`src/rtl/layer_out_gather.sv`:
```
`timescale 1ns/1ps
// Gathers one word per enabled input channel into a frame buffer, then replays
// the frame as a serial AXI-stream tagged with channel index and last-word flag.
module layer_out_gather #(
  parameter int DATA_W = 16,
  parameter int N_CH   = 16,
  parameter int CH_W   = $clog2(N_CH),
  parameter int CNT_W  = 16
) (
  input  logic                   ap_clk,
  input  logic                   ap_rst,
  input  logic [N_CH*DATA_W-1:0] in_TDATA,
  input  logic [N_CH-1:0]        in_TVALID,
  output logic [N_CH-1:0]        in_TREADY,
  input  logic [N_CH-1:0]        ch_en,
  output logic [DATA_W-1:0]      out_TDATA,
  output logic [CH_W-1:0]        out_TUSER,
  output logic                   out_TLAST,
  output logic                   out_TVALID,
  input  logic                   out_TREADY,
  output logic [CNT_W-1:0]       frame_count,
  output logic                   busy
);

  typedef enum logic {GATHER = 1'b0, DRAIN = 1'b1} state_t;

  state_t            state_q, state_d;
  logic [DATA_W-1:0] buf_q [N_CH];
  logic [N_CH-1:0]   captured_q, en_q, en_eff, cap, cap_all;
  logic [CH_W-1:0]   rd_idx_q, first_idx, next_idx, last_idx;
  logic [CNT_W-1:0]  frame_count_q;
  logic              frame_done, out_hs;

  // Handshakes: a word moves on a rising edge where VALID and READY are both
  // high; VALID never waits on READY, and a stalled output holds its payload.

  // The mask tracks ch_en until the first capture, then stays frozen for the frame.
  assign en_eff     = (captured_q == '0) ? ch_en : en_q;
  assign in_TREADY  = (state_q == GATHER) ? (en_eff & ~captured_q) : '0;
  assign cap        = in_TVALID & in_TREADY;
  assign cap_all    = captured_q | cap;
  assign frame_done = (state_q == GATHER) && (cap_all == en_eff) && (en_eff != '0);

  always_comb begin
    first_idx = '0;
    last_idx  = '0;
    next_idx  = rd_idx_q;
    for (int k = N_CH - 1; k >= 0; k--) begin
      if (en_eff[k]) first_idx = CH_W'(k);
      if (en_q[k] && (k > int'(rd_idx_q))) next_idx = CH_W'(k);
    end
    for (int k = 0; k < N_CH; k++) begin
      if (en_q[k]) last_idx = CH_W'(k);
    end
  end

  // Output side is driven from registers only.
  assign out_TVALID  = (state_q == DRAIN);
  assign out_TDATA   = out_TVALID ? buf_q[rd_idx_q] : '0;
  assign out_TUSER   = out_TVALID ? rd_idx_q : '0;
  assign out_TLAST   = out_TVALID && (rd_idx_q == last_idx);
  assign out_hs      = out_TVALID && out_TREADY;
  assign busy        = out_TVALID || (captured_q != '0);
  assign frame_count = frame_count_q;

  always_comb begin
    state_d = state_q;
    case (state_q)
      GATHER:  if (frame_done) state_d = DRAIN;
      DRAIN:   if (out_hs && out_TLAST) state_d = GATHER;
      default: state_d = GATHER;
    endcase
  end

  always_ff @(posedge ap_clk or posedge ap_rst) begin
    if (ap_rst) begin
      state_q       <= GATHER;
      captured_q    <= '0;
      en_q          <= '0;
      rd_idx_q      <= '0;
      frame_count_q <= '0;
    end else begin
      state_q <= state_d;
      if (state_q == GATHER) begin
        if (captured_q == '0) en_q <= ch_en;
        captured_q <= cap_all;
        if (frame_done) rd_idx_q <= first_idx;
      end else if (out_hs) begin
        if (out_TLAST) begin
          captured_q    <= '0;
          frame_count_q <= frame_count_q + CNT_W'(1);
        end else begin
          rd_idx_q <= next_idx;
        end
      end
    end
  end

  always_ff @(posedge ap_clk or posedge ap_rst) begin
    if (ap_rst) begin
      for (int k = 0; k < N_CH; k++) buf_q[k] <= '0;
    end else begin
      for (int k = 0; k < N_CH; k++) begin
        if (cap[k]) buf_q[k] <= in_TDATA[k*DATA_W +: DATA_W];
      end
    end
  end

endmodule

```
`config.mk`:
```
export PLATFORM = sky130hd
export DESIGN_NAME = layer_out_gather
export DESIGN_NICKNAME = d
export VERILOG_FILES = /design/src/rtl/layer_out_gather.sv
export SDC_FILE = /design/constraint.sdc
export NUM_CORES = 1
export LEC_CHECK = 0
export CORE_ASPECT_RATIO = 1.1
export CORE_MARGIN = 4
export CORE_UTILIZATION = 51
export DETAILED_ROUTE_END_ITERATION = 10
export PLACE_DENSITY = 0.81
export SKIP_CTS_REPAIR_TIMING = 1
export SYNTH_ARGS = -nofsm -noshare
export SYNTH_HDL_FRONTEND = slang
export SYNTH_SLANG_ARGS = --single-unit
```
`constraint.sdc`:
```
create_clock -name ap_clk -period 21.7 [get_ports ap_clk]
set_clock_uncertainty 0.05 [all_clocks]
set_input_delay 2.17 -clock ap_clk [delete_from_list [all_inputs] [get_ports ap_clk]]
set_output_delay 2.17 -clock ap_clk [all_outputs]
set_load 0.1 [all_outputs]
```
==> summary.md <==
| Metric | Value |
|---|---|
| Worst Path Required | 19.48 ns |
| Die X | 173.6 µm |
| Synth Flop Type | dfrtp_1 |
| Setup crit end | out_TLAST |
| Cells after synthesis | 1,130 |
| Max frequency | 145.5 MHz |
| Reg2reg start | out_TVALID |
| Worst IR Drop VDD | ~0.000057 V |
| Highest routed layer | met4 |
| Crit share post-route | 0.3166 |
| Routed via count | between 10,000 and 15,000 |
| Post-synthesis average cell area | 13.62 µm² |
| Congestion Overflow GR | 0 |
| RSZ-0062 raised after global routing | no |
| Worst EP arrival | about 4.7 ns |
| Max cap viols | 0 |
| Met3 wire length | about 3600 µm |
| Worst Tran Pin Value | 1.179 ns |
| P&R area growth vs syn | 30.45% |
| Async set-reset flop share out of synthesis | 1.000 |
| Count of cell types in the netlist | between 70 and 80 |
| Number of global-route vias before repair | roughly 12,000 |
| Via density | 6.101 |
| Post-DP HPWL | around 36,000 µm |
| Gpl congestion | about 0.9 |
| Most frequent cells in the layout | clkdlybuf4s50_1, dfrtp_1, mux2_2 |
| RR Endpoint | rd_idx_q[2] |
| Filler cell count | ~2,200 |
| Hold Path Class | register to register |
| Met1 wire length | approximately 19,000 µm |
| Crit path max fanout | 53 |
| Fin crit period | 6.871 ns |
| Io pins | roughly 350 |
| CTS sink cnt | 309 |
| Syn_nets | 1,422 |
| Post-layout nets | 1,739 |
| DR WL met2 | around 25,000 µm |
| Endpoint type of the worst setup path | output pin |
| Remaining DRCs | 0 |
| Core area | ~30,000 µm² |
| Outcome | completed |
| Routed wire length | around 50,000 µm |
| Layout cell share with drive strength beyond 1 | 0.2882 |
| Power consumption | 1.473 mW |
| Clk_lat worst skew | around 0.56 ns |
| Clk root buf | clkbuf_16 |
| Initial antenna violation count | 9 |
| Number of synthesized flops with an enable pin | 0 |
| Final Hold Viols | 0 |
| Worst setup SP type | register |
| Commonest non-fill, non-tap cell in the layout | clkdlybuf4s50_1 |
| First-pass GRT wire length | between 70,000 and 80,000 µm |
| Final max-slew violation count | 0 |
| Overall Global Routing Usage | 0.2953 |
| WL/cell | 26.71 µm |
| Crit path kind | register to output pin |
| Number of H-tree levels | 1 |
| Bufs on Longest Clock Path | 3 |
| Die Area | roughly 33,000 µm² |
| Port bufs | around 350 |
| Largest net degree at the start of global routing | between 150 and 200 |
| #FFs+latches synth | roughly 310 |
| Static leakage | 8.614 nW |
| Drt pass-1 iters | 6 |
| Post-synthesis sequential area ratio | 0.5024 |
| Worst-path clk slew | roughly 0.06 ns |
| Die Ht | 190.2 µm |
| Mapped Area | 15,390 µm² |
| Pwr per Cell Area | between 70 and 80 nW/µm² |
| # setup viols final | 0 |
| Inserted Clock Buffers | 31 |
| Initial DRC count | between 900 and 1,000 |
| FP Rows | between 60 and 70 |
| Yosys warns | 0 |
| Reg2Reg Setup Slack | about 18 ns |
| Worst Setup SP | rd_idx_q[0] |
| Slew HR | 0.2138 |
| Setup TNS after final layout | 0 ns |
| Effective utilization at floorplan | 0.5191 |
| CTS tree | built |
| R2R depth | 8 |
| Final ANT Viol Nets | 0 |
stage by stage:
step	instances	util	worst slack [ns]	hold WS, ns	cell area (µm²)
floorplan	1130	-	10.94	0.4024	15390
global placement	1788	0.6424	15.05	0.4120	19050
detailed placement	1788	0.6424	15.06	0.4126	19050
CTS	1845	0.6764	14.73	0.4250	20050
global route	1854	0.6772	14.48	0.4627	20080
finish	1854	0.6772	14.83	0.4199	20080
cells in the mapped netlist, types with 10 or more instances:
cell type | n | share of area
clkbuf_1 | 29 | 0.0071
dfrtp_1 | 309 | 0.50
mux4_2 | 80 | 0.12
nand3_1 | 15 | 0.0049
a211oi_1 | 10 | 0.0049
mux2_1 | 10 | 0.0073
inv_1 | 31 | 0.0076
nor3_1 | 28 | 0.0091
xnor2_1 | 13 | 0.0074
nor2_1 | 43 | 0.010
nand2_1 | 36 | 0.0088
o21ai_0 | 25 | 0.0081
o21a_1 | 11 | 0.0054
nor2b_1 | 10 | 0.0041
mux2_2 | 253 | 0.19
a21oi_1 | 27 | 0.0088
and2_1 | 30 | 0.012
buf_2 | 24 | 0.0078
per-layer routing:
layer | vias to the layer above | track usage
li1 | 4874 | -
met1 | 5818 | 0.3777
met2 | 498 | 0.5010
met3 | 121 | 0.05346
met4 | 0 | 0.1252
met5 | - | 0
cells by family (layout without fill, tap and decap cells):
logic type,Yosys count,in the layout,share of synthesized area
other,0,9,0
AOI/OAI and AO/OA,133,133,0.06236
and+or+nand+nor,213,213,0.07545
buffers and inverters,103,444,0.03130
xor gates and xnor gates,15,15,0.008537
DFF,309,309,0.5024
adders and majority gates,1,1,0.0008129
muxes,356,356,0.3191
final cells by class:
class	count	area, µm²	area share
diodes	9	22.52	0.001122
clock buffers	47	925.9	0.04612
clock inverters	10	81.33	0.004051
inverters	31	123.9	0.006170
multi-input cells	718	7178	0.3576
flip-flops and latches	309	7740	0.3855
well taps	374	467.9	0.02331
repair buffers	356	3536	0.1761
power by group:
part	leakage (nW)	switching, mW	internal, mW
Sequential	3.95	0.0495	0.666
Clock	0.501	0.224	0.305
Combinational	4.17	0.0838	0.145
critical path, cell delays in order (launching register included):
cell             delay, ns
dfrtp_4               0.75
buf_4                 0.83
o21ai_0               0.21
o211ai_1              0.14
buf_4                 0.22
o311a_1               0.51
and2_1                0.20
clkdlybuf4s50_1       1.13
how the worst min path moves through the flow:
stage | startpoint | endpoint | depth (start not counted)
6_report | frame_count[15] | frame_count[15] | 1
5_1_grt | buf_q[51] | buf_q[51] | 1
4_1_cts | frame_count[15] | frame_count[15] | 1
3_5_place_dp | frame_count[15] | frame_count[15] | 1
3_3_place_gp | frame_count[15] | frame_count[15] | 1
2_1_floorplan | buf_q[210] | buf_q[210] | 1
flip-flops by register name (all words and copies together), names as in the netlist:
signal	count
en_q	16
out_TVALID	1
rd_idx_q	4
frame_count	16
captured_q	16
buf_q	256
No activity file was read; power rests on OpenSTA's default activity.
